$ cat src/rtl/mem_access_pkg.sv
// Shared definitions for the memory-access stage: operation codes, FSM state
// encoding, NOP constants and small decode helpers used by the stage and its
// load-alignment sub-module.
package mem_access_pkg;

  localparam logic [7:0] OP_NOP = 8'h00;
  localparam logic [7:0] OP_LB  = 8'hE0;
  localparam logic [7:0] OP_LH  = 8'hE1;
  localparam logic [7:0] OP_LW  = 8'hE3;
  localparam logic [7:0] OP_LBU = 8'hE4;
  localparam logic [7:0] OP_LHU = 8'hE5;
  localparam logic [7:0] OP_SB  = 8'hE8;
  localparam logic [7:0] OP_SH  = 8'hE9;
  localparam logic [7:0] OP_SW  = 8'hEB;
  localparam logic [7:0] OP_LL  = 8'hF0;
  localparam logic [7:0] OP_SC  = 8'hF8;

  localparam logic [4:0]  NOP_REG   = 5'd0;
  localparam logic [31:0] ZERO_WORD = 32'd0;

  typedef enum logic [1:0] {
    ST_IDLE = 2'd0,
    ST_BUSY = 2'd1,
    ST_DONE = 2'd2
  } state_t;

  function automatic logic is_mem_op(input logic [7:0] op);
    case (op)
      OP_LB, OP_LBU, OP_LH, OP_LHU, OP_LW, OP_LL,
      OP_SB, OP_SH, OP_SW, OP_SC: return 1'b1;
      default:                    return 1'b0;
    endcase
  endfunction

  function automatic logic is_store(input logic [7:0] op);
    case (op)
      OP_SB, OP_SH, OP_SW, OP_SC: return 1'b1;
      default:                    return 1'b0;
    endcase
  endfunction

  function automatic logic is_misaligned(input logic [7:0] op, input logic [1:0] off);
    case (op)
      OP_LH, OP_LHU, OP_SH:      return off[0];
      OP_LW, OP_LL, OP_SW, OP_SC: return |off;
      default:                   return 1'b0;
    endcase
  endfunction

  // Byte lane (0 = bits 7:0) holding the byte at the given address offset.
  // Big-endian puts offset 0 in the most significant lane.
  function automatic logic [1:0] byte_lane(input logic [1:0] off, input logic big_endian);
    return big_endian ? ~off : off;
  endfunction

endpackage

$ cat src/rtl/mem_access_load_align.sv
// Picks the addressed byte or halfword out of a bus read word and sign- or
// zero-extends it according to the load operation; word loads pass through.
module load_align
  import mem_access_pkg::*;
#(
  parameter bit BIG_ENDIAN = 1'b1
) (
  input  logic [7:0]  aluop,
  input  logic [1:0]  offset,
  input  logic [31:0] rdata,
  output logic [31:0] data
);

  logic [1:0]  lane;
  logic [7:0]  byte_val;
  logic [15:0] half_val;

  // Lane extraction followed by extension selected by the load type
  always_comb begin
    lane     = byte_lane(offset, BIG_ENDIAN);
    byte_val = rdata[{lane, 3'b000} +: 8];
    half_val = rdata[{lane[1], 4'b0000} +: 16];
    case (aluop)
      OP_LB:   data = {{24{byte_val[7]}}, byte_val};
      OP_LBU:  data = {24'd0, byte_val};
      OP_LH:   data = {{16{half_val[15]}}, half_val};
      OP_LHU:  data = {16'd0, half_val};
      default: data = rdata;
    endcase
  end

endmodule

$ cat src/rtl/mem_access.sv
// Memory-access pipeline stage. Non-memory results pass straight through;
// memory operations run one registered bus transaction through an
// IDLE/BUSY/DONE sequence while holding the pipeline via stallreq.
module mem_access
  import mem_access_pkg::*;
#(
  parameter bit BIG_ENDIAN = 1'b1
) (
  input  logic        clk,
  input  logic        rst,
  input  logic [4:0]  stall,
  input  logic        flush,
  input  logic [4:0]  i_wd,
  input  logic        i_wreg,
  input  logic [31:0] i_wdata,
  input  logic [7:0]  i_aluop,
  input  logic [31:0] i_mem_addr,
  input  logic [31:0] i_reg2,
  input  logic        llbit_in,
  output logic [31:0] bus_addr,
  output logic [31:0] bus_wdata,
  output logic        bus_we,
  output logic [3:0]  bus_sel,
  output logic        bus_stb,
  input  logic [31:0] bus_rdata,
  input  logic        bus_ack,
  output logic [4:0]  mem_wd,
  output logic        mem_wreg,
  output logic [31:0] mem_wdata,
  output logic        mem_LLbit_we,
  output logic        mem_LLbit_value,
  output logic        stallreq,
  output logic        excp_misalign
);

  state_t      state;
  logic [31:0] rdata_q;
  logic [7:0]  op_q;
  logic [4:0]  wd_q;
  logic [1:0]  off_q;
  logic [31:0] load_data;

  logic        mem_op;
  logic        misalign;
  logic        sc_fail;
  logic        start;
  logic [1:0]  req_lane;
  logic [3:0]  req_sel;
  logic [31:0] req_wdata;
  logic        unused_stall;

  assign mem_op       = is_mem_op(i_aluop);
  assign misalign     = is_misaligned(i_aluop, i_mem_addr[1:0]);
  assign sc_fail      = (i_aluop == OP_SC) && !llbit_in;
  assign start        = mem_op && !misalign && !sc_fail && !flush;
  assign unused_stall = ^{stall[4], stall[2:0]};

  // Byte enables and lane-replicated store data for the request about to issue
  always_comb begin
    req_lane  = byte_lane(i_mem_addr[1:0], BIG_ENDIAN);
    req_sel   = 4'b1111;
    req_wdata = ZERO_WORD;
    case (i_aluop)
      OP_LB, OP_LBU: req_sel = 4'b0001 << req_lane;
      OP_LH, OP_LHU: req_sel = 4'b0011 << {req_lane[1], 1'b0};
      OP_SB: begin
        req_sel   = 4'b0001 << req_lane;
        req_wdata = {4{i_reg2[7:0]}};
      end
      OP_SH: begin
        req_sel   = 4'b0011 << {req_lane[1], 1'b0};
        req_wdata = {2{i_reg2[15:0]}};
      end
      OP_SW, OP_SC: req_wdata = i_reg2;
      default: ;
    endcase
  end

  // Bus transaction sequencer with registered bus request and read capture
  always_ff @(posedge clk or posedge rst) begin
    if (rst) begin
      state     <= ST_IDLE;
      bus_addr  <= ZERO_WORD;
      bus_wdata <= ZERO_WORD;
      bus_we    <= 1'b0;
      bus_sel   <= 4'd0;
      bus_stb   <= 1'b0;
      rdata_q   <= ZERO_WORD;
      op_q      <= OP_NOP;
      wd_q      <= NOP_REG;
      off_q     <= 2'd0;
    end else if (flush) begin
      state   <= ST_IDLE;
      bus_stb <= 1'b0;
    end else begin
      case (state)
        ST_IDLE: begin
          if (start) begin
            bus_addr  <= {i_mem_addr[31:2], 2'b00};
            bus_sel   <= req_sel;
            bus_we    <= is_store(i_aluop);
            bus_wdata <= req_wdata;
            bus_stb   <= 1'b1;
            op_q      <= i_aluop;
            wd_q      <= i_wd;
            off_q     <= i_mem_addr[1:0];
            state     <= ST_BUSY;
          end
        end
        ST_BUSY: begin
          if (bus_ack) begin
            rdata_q <= bus_rdata;
            bus_stb <= 1'b0;
            state   <= ST_DONE;
          end
        end
        ST_DONE: begin
          if (!stall[3]) begin
            state <= ST_IDLE;
          end
        end
        default: state <= ST_IDLE;
      endcase
    end
  end

  load_align #(
    .BIG_ENDIAN (BIG_ENDIAN)
  ) u_load_align (
    .aluop  (op_q),
    .offset (off_q),
    .rdata  (rdata_q),
    .data   (load_data)
  );

  // Stage results toward MEM_WB; reset and flush read as a NOP
  always_comb begin
    mem_wd          = NOP_REG;
    mem_wreg        = 1'b0;
    mem_wdata       = ZERO_WORD;
    mem_LLbit_we    = 1'b0;
    mem_LLbit_value = 1'b0;
    stallreq        = 1'b0;
    excp_misalign   = 1'b0;
    if (!rst && !flush) begin
      case (state)
        ST_IDLE: begin
          if (!mem_op) begin
            mem_wd    = i_wd;
            mem_wreg  = i_wreg;
            mem_wdata = i_wdata;
          end else if (misalign) begin
            mem_wd        = i_wd;
            excp_misalign = 1'b1;
          end else if (sc_fail) begin
            mem_wd   = i_wd;
            mem_wreg = 1'b1;
          end else begin
            stallreq = 1'b1;
          end
        end
        ST_BUSY: stallreq = 1'b1;
        ST_DONE: begin
          mem_wd = wd_q;
          case (op_q)
            OP_LB, OP_LBU, OP_LH, OP_LHU, OP_LW: begin
              mem_wreg  = 1'b1;
              mem_wdata = load_data;
            end
            OP_LL: begin
              mem_wreg        = 1'b1;
              mem_wdata       = load_data;
              mem_LLbit_we    = 1'b1;
              mem_LLbit_value = 1'b1;
            end
            OP_SC: begin
              mem_wreg     = 1'b1;
              mem_wdata    = 32'd1;
              mem_LLbit_we = 1'b1;
            end
            default: ;
          endcase
        end
        default: ;
      endcase
    end
  end

endmodule

$ cat config.mk
export PLATFORM = sky130hd
export DESIGN_NAME = mem_access
export DESIGN_NICKNAME = d
export VERILOG_FILES = /design/src/rtl/mem_access_pkg.sv /design/src/rtl/mem_access_load_align.sv /design/src/rtl/mem_access.sv
export SDC_FILE = /design/constraint.sdc
export NUM_CORES = 1
export LEC_CHECK = 0
export ABC_AREA = 1
export BUFFER_PORTS_ARGS = -buffer_cell sky130_fd_sc_hd__buf_4
export CAP_MARGIN = 10
export CORE_ASPECT_RATIO = 1.4
export CORE_MARGIN = 1.5
export CORE_UTILIZATION = 25
export CTS_BUF_LIST = sky130_fd_sc_hd__clkbuf_8
export CTS_CLUSTER_SIZE = 8
export DETAILED_ROUTE_END_ITERATION = 7
export PLACE_DENSITY_LB_ADDON = 0.12
export SLEW_MARGIN = 30
export SYNTH_ARGS = -nofsm -noshare
export SYNTH_HDL_FRONTEND = slang
export SYNTH_SLANG_ARGS = --single-unit
$ cat constraint.sdc
create_clock -name clk -period 3.7 [get_ports clk]
set_input_delay 0.185 -clock clk [delete_from_list [all_inputs] [get_ports clk]]
set_output_delay 0.185 -clock clk [all_outputs]
set_load 0.05 [all_outputs]
==> results of run 1 <==
==> through the flow <==
stage | total power [mW] | util (%) | std cells | instance area (sq um) | setup WS [ps]
floorplan | 2.887 | - | 946 | 6640 | 414.2
global route | 5.100 | 38.53 | 1597 | 10060 | 203.2
global placement | 3.479 | 33.97 | 1491 | 8867 | 941.0
finish | 4.777 | 38.53 | 1597 | 10060 | 533.9
detailed placement | 3.489 | 33.97 | 1491 | 8867 | 945.1
CTS | 4.859 | 38.52 | 1597 | 10050 | 432.8
==> cell families (layout without fill, tap and decap cells) <==
| kind of cell | Yosys count | after routing |
|---|---|---|
| flops | 117 | 117 |
| buf+inv | 120 | 447 |
| other cells | 1 | 2 |
| mux | 10 | 10 |
| compound gates | 140 | 140 |
| simple gates | 557 | 557 |
==> how the worst max path moves through the flow <==
stage	startpoint	endpoint	slack (ps)	depth (start not counted)
CTS	op_q[2]	mem_wdata[2]	430	11
finish	off_q[1]	mem_wdata[7]	530	9
floorplan	rst	bus_addr[10]	410	1
global route	off_q[1]	mem_wdata[12]	200	9
detailed placement	off_q[1]	mem_wdata[21]	950	8
global placement	op_q[3]	mem_wdata[2]	940	11
==> worst min-delay path, delay by kind of cell <==
kind / cells / cell delay (ps)
AOI/OAI and AO/OA: 1 / 100
buffers and inverters: 1 / 90
and+or+nand+nor: 1 / 40
==> metal layers <==
| metal | track usage, % | wire [um] | vias to the layer above | part of all wire (%) |
|---|---|---|---|---|
| met5 | 0 | 0 | - | 0 |
| met4 | 5.903 | 423 | 0 | 1.7 |
| met3 | 5.858 | 1840 | 28 | 7.6 |
| met2 | 32.57 | 12450 | 230 | 51 |
| met1 | 19.79 | 9509 | 3264 | 39 |
| li1 | - | - | 3635 | - |
==> state kept, by name (all words and copies together) (netlist names) <==
register and cells:
rdata_q 32, bus_we 1, bus_sel 4, bus_wdata 32, op_q 8, bus_stb 1
state 2, off_q 2, wd_q 5, bus_addr 30
==> synth_stat cells (all sizes together) <==
master,number
a21oi,55
a22oi,1
a32oi,8
and2,1
buf,27
clkbuf,21
clkinv,2
conb,1
dfrtp,117
inv,70
mux2,10
nand2,384
nand3,69
nand3b,1
nand4,3
nor2,91
nor3,1
nor4,2
o211a,6
o211ai,6
o21ai,58
o21bai,6
or2,5
==> report_power, final <==
part / internal [mW] / total [mW] / switching (mW)
registers: 1.51 / 1.71 / 0.202
clock network: 0.737 / 1.26 / 0.524
logic: 0.628 / 1.80 / 1.17
==> layout make-up <==
class | count | area, sq um
Fill cell | 2748 | 16040
Sequential cell | 117 | 2928
Clock inverter | 6 | 102.6
Multi-Input combinational cell | 709 | 3217
Inverter | 72 | 275.3
Tap cell | 324 | 405.4
Timing Repair Buffer | 347 | 2825
Clock buffer | 22 | 302.8
==> flow_summary.json, run 1 <==
{
  "status": "finished, final reports clean",
  "syn_area_sq_um": 6636,
  "hold_depth": 3,
  "crit_arrival_ps": 2980,
  "rsz0062_at_grt": "false",
  "fp-row-count": 70,
  "report.final.slew_viol_count": 0,
  "min_from": "bus_rdata[7]",
  "path_clk_slew_ps": 60,
  "power.static_leakage_nw": 5.323,
  "fin_worst_skew_ps": 8.235,
  "critPathRequiredTime_ps": 3510,
  "synthCells": 945,
  "synthToLayoutAreaGrowth_pct": 51.53,
  "cts_tree": "built",
  "reg2reg_depth": 7,
  "ys_ff_latch": 117,
  "cp_slowest_cell": "dfrtp_1",
  "clk_path_buf_depth": 2,
  "synth_top_area_share_pct": 44.12,
  "num_vias": 7157,
  "relSlewSlack_pct": 37.95,
  "synthSimpleGateAreaFrac_pct": 34.37,
  "htree_levels": 4,
  "synth_fa_ha_area_share_pct": 0,
  "synth_top_family_by_area": "simple AND/OR/NAND/NOR gates",
  "min_path_type": "in2reg",
  "num-nets-final": 1416,
  "hold-path-endpoint": "rdata_q[7]",
  "critPathKind": "reg2out",
  "wl_per_cell_um": 15.17,
  "synth_top_area_cell": "dfrtp_1",
  "r2r_setup_slack_ps": 1710,
  "end_kind": "output port",
  "crit_chain": "o21ai_0, nand2_1, o211ai_1, nand2_1, clkinv_1, nand2_1, nand3_1, a21oi_1, buf_4",
  "cts.repair.resized": 0,
  "timing.rr.start": "state[1]",
  "grt_pass1_wl_um": 38560,
  "post-cts-setup-buffers": 0,
  "clock-sinks": 117,
  "core_area_sq_um": 26100,
  "cp_top_family": "flip-flops",
  "r2r_end": "bus_wdata[22]",
  "synth_compound_area_share_pct": 11.95,
  "layout_commonest_cell": "nand2_1",
  "critPathMaxFanout": 30,
  "finalCritPeriodShare_pct": 85.57,
  "mostFrequentLayoutCells": "383 x nand2_1, 267 x buf_4, 117 x dfrtp_1",
  "finalWeightedCongestion": 0.7959,
  "fin_hold_ws_ps": 29.87,
  "cp_common_cell": "nand2_1",
  "yosys-top-cells-area": "dfrtp_1 44%, nand2_1 22%, nand3_1 5.1%",
  "viasPerCell": 4.482,
  "grt_overflow": 0,
  "drc": 0,
  "holdBufCountCts": 78,
  "peakVddDrop_v": 0.0002697,
  "initial_core_util_pct": 25.43,
  "min_period_ps": 3166,
  "drtIter0Drc": 307,
  "max_freq_mhz": 315.9,
  "grt_max_degree": 68,
  "die-area_sq_um": 27550,
  "die_w_um": 140.7,
  "clock_latency_ps": 430,
  "synth-warning-count": 0,
  "drive_gt1_share_pct": 26.08,
  "die_h_um": 195.8,
  "yosysSeqAreaShare_pct": 44.12,
  "synth_area_per_cell_sq_um": 7.023,
  "io_buffers": 257,
  "cts_buffers": 17,
  "io_pins": 264,
  "tightestPinTransition_ps": 923.0,
  "antenna_found_initial": 0,
  "grt_pass1_vias": 7265,
  "antennaDiodeCount": 0,
  "start_kind": "register",
  "synth.area.mux_share_pct": 1.697,
  "finalSetupViolCount": 0,
  "firstDrtPassIters": 5,
  "ys_types": 34,
  "hold_viol": 0,
  "wirelength_um": 24230,
  "powerDensity_nw_per_um2": 475.1,
  "synthXorXnorAreaFrac_pct": 0,
  "critPathMaxStageDelay_ps": 930,
  "setup_tns_ps": 0,
  "clockRootBuffer": "clkbuf_8",
  "ant_nets": 0,
  "grt_use_total_pct": 18.03,
  "max_cap_viol_count": 0,
  "dp_hpwl_um": 17600,
  "path_buf_inv": 2
}
(Power assumes the default switching activity.)
==> inputs of run 2 (changes only) <==
==> constraint.sdc (replaced) <==
create_clock -name clk -period 3.1 [get_ports clk]
set_input_delay 0.155 -clock clk [delete_from_list [all_inputs] [get_ports clk]]
set_output_delay 0.155 -clock clk [all_outputs]
set_load 0.05 [all_outputs]
==> flow_summary.json, run 2 (same netlist as run 1, synthesis figures left out) <==
{
  "grt_overflow": 0,
  "min_period_ps": 2816,
  "fp-row-count": 70,
  "placed_cell_area_sq_um": 8959,
  "status": "finished, final reports clean",
  "post-route-worst-setup-slack_ps": 284.3,
  "core_area_sq_um": 26100,
  "drc": 0,
  "io_pins": 264,
  "num-nets-final": 1448,
  "post-place-ws_ps": 515.5,
  "crit_arrival_ps": 2660,
  "synthToLayoutAreaGrowth_pct": 57.07,
  "r2r_end": "bus_wdata[19]",
  "fin_worst_skew_ps": 8.755,
  "cts_buffers": 17,
  "tightestPinTransition_ps": 903.8,
  "antennaDiodeCount": 0,
  "clk_path_buf_depth": 2,
  "die_w_um": 140.7,
  "crit_start": "op_q[3]",
  "timing.rr.start": "state[1]",
  "path_clk_slew_ps": 70,
  "cts_tree": "built",
  "end_kind": "output port",
  "layout_commonest_cell": "nand2_1",
  "r2r_setup_slack_ps": 990,
  "relSlewSlack_pct": 39.25,
  "start_kind": "register",
  "die_h_um": 195.8,
  "final_area_sq_um": 10420,
  "powerDensity_nw_per_um2": 558.7,
  "critPathKind": "reg2out",
  "grt_max_degree": 77,
  "clock-sinks": 117,
  "htree_levels": 4,
  "peakVddDrop_v": 0.0003245,
  "post-route-util_pct": 39.94,
  "mostFrequentLayoutCells": "383 x nand2_1, 273 x buf_4, 116 x dfrtp_1",
  "power.static_leakage_nw": 5.468,
  "drtIter0Drc": 250,
  "viasPerCell": 4.483,
  "grt_pass1_wl_um": 39250,
  "critPathRequiredTime_ps": 2940,
  "rsz0062_at_grt": "true",
  "totalPowerFinal_mw": 5.824,
  "hold_viol": 0,
  "critPathMaxFanout": 30,
  "crit_end": "mem_wdata[6]",
  "initial_core_util_pct": 25.43,
  "reg2reg_depth": 7,
  "finalWeightedCongestion": 0.7778,
  "num_vias": 7316,
  "top_regs": "bus_wdata x32, rdata_q x32, bus_addr x30",
  "drive_gt1_share_pct": 26.53,
  "dp_hpwl_um": 17780,
  "antenna_found_initial": 0,
  "finalCritPeriodShare_pct": 90.83,
  "ant_nets": 0,
  "io_buffers": 257,
  "max_cap_viol_count": 0,
  "grt_pass1_vias": 7540,
  "finalSetupViolCount": 0,
  "firstDrtPassIters": 5,
  "clockRootBuffer": "clkbuf_8",
  "min_path_type": "in2reg",
  "wl_per_cell_um": 15.04,
  "report.final.slew_viol_count": 0,
  "clock_latency_ps": 450,
  "wirelength_um": 24540,
  "die-area_sq_um": 27550,
  "max_freq_mhz": 355.2,
  "grt_use_total_pct": 18.24
}
-- run 2: final cells by class --
cell class / instances / area, sq um
flip-flops and latches: 117 / 2929
clock buffers: 18 / 247.7
clock inverters: 13 / 167.7
well taps: 324 / 405.4
multi-input cells: 709 / 3224
repair buffers: 379 / 3172
inverters: 72 / 277.8
fillers: 2777 / 15680
-- run 2: critical path: stages (launching register included) --
cell and delay, ps:
dfrtp_1 460, nor2_4 250, nand2_1 90, nor2_2 80, buf_4 160, nor2_1 60
nand2_1 140, nor2_1 100, nor2_2 130, buf_12 200, nand3_1 160, a21oi_1 160
buf_4 220
-- run 2: power breakdown --
group          switching [mW]  internal, mW  leakage, nW
sequential              0.204          1.81         1.45
combinational            1.46         0.818         3.80
clock                   0.657         0.877        0.216
-- run 2: how the worst min path moves through the flow --
stage / startpoint / cells after the start / to / slack, ps
after floorplan: i_mem_addr[10] / 2 / bus_addr[10] / 260
after global placement: rst / 3 / state[1] / 350
after detailed placement: rst / 3 / state[1] / 350
after CTS: i_reg2[9] / 5 / bus_wdata[9] / 3
after global routing: i_aluop[3] / 3 / bus_wdata[2] / 10
final: i_reg2[9] / 5 / bus_wdata[9] / 40
-- run 2: layer usage --
layer	share of wire, %	GRT usage, %	vias to the layer above	wire (um)
met3	6.0	4.930	31	1468
li1	-	-	3700	-
met4	2.3	6.443	0	566
met5	0	0	-	0
met1	40	19.76	3362	9751
met2	52	33.77	223	12760
-- run 2: through the flow --
step / setup TNS (ps) / std cells / hold WS, ps
finish: 0 / 1632 / 36.54
global route: -26.80 / 1632 / 12.45
CTS: 0 / 1628 / 2.830
detailed placement: 0 / 1498 / 352.5
global placement: 0 / 1498 / 347.8
floorplan: 0 / 946 / 264.6
-- run 2: repair_timing --
action                     in CTS  in global routing
hold endpoints to repair      214                  0
buffers inserted                0                  4
setup endpoints to repair       0                 33
hold buffers                   99                  0
resized for setup               0                  5
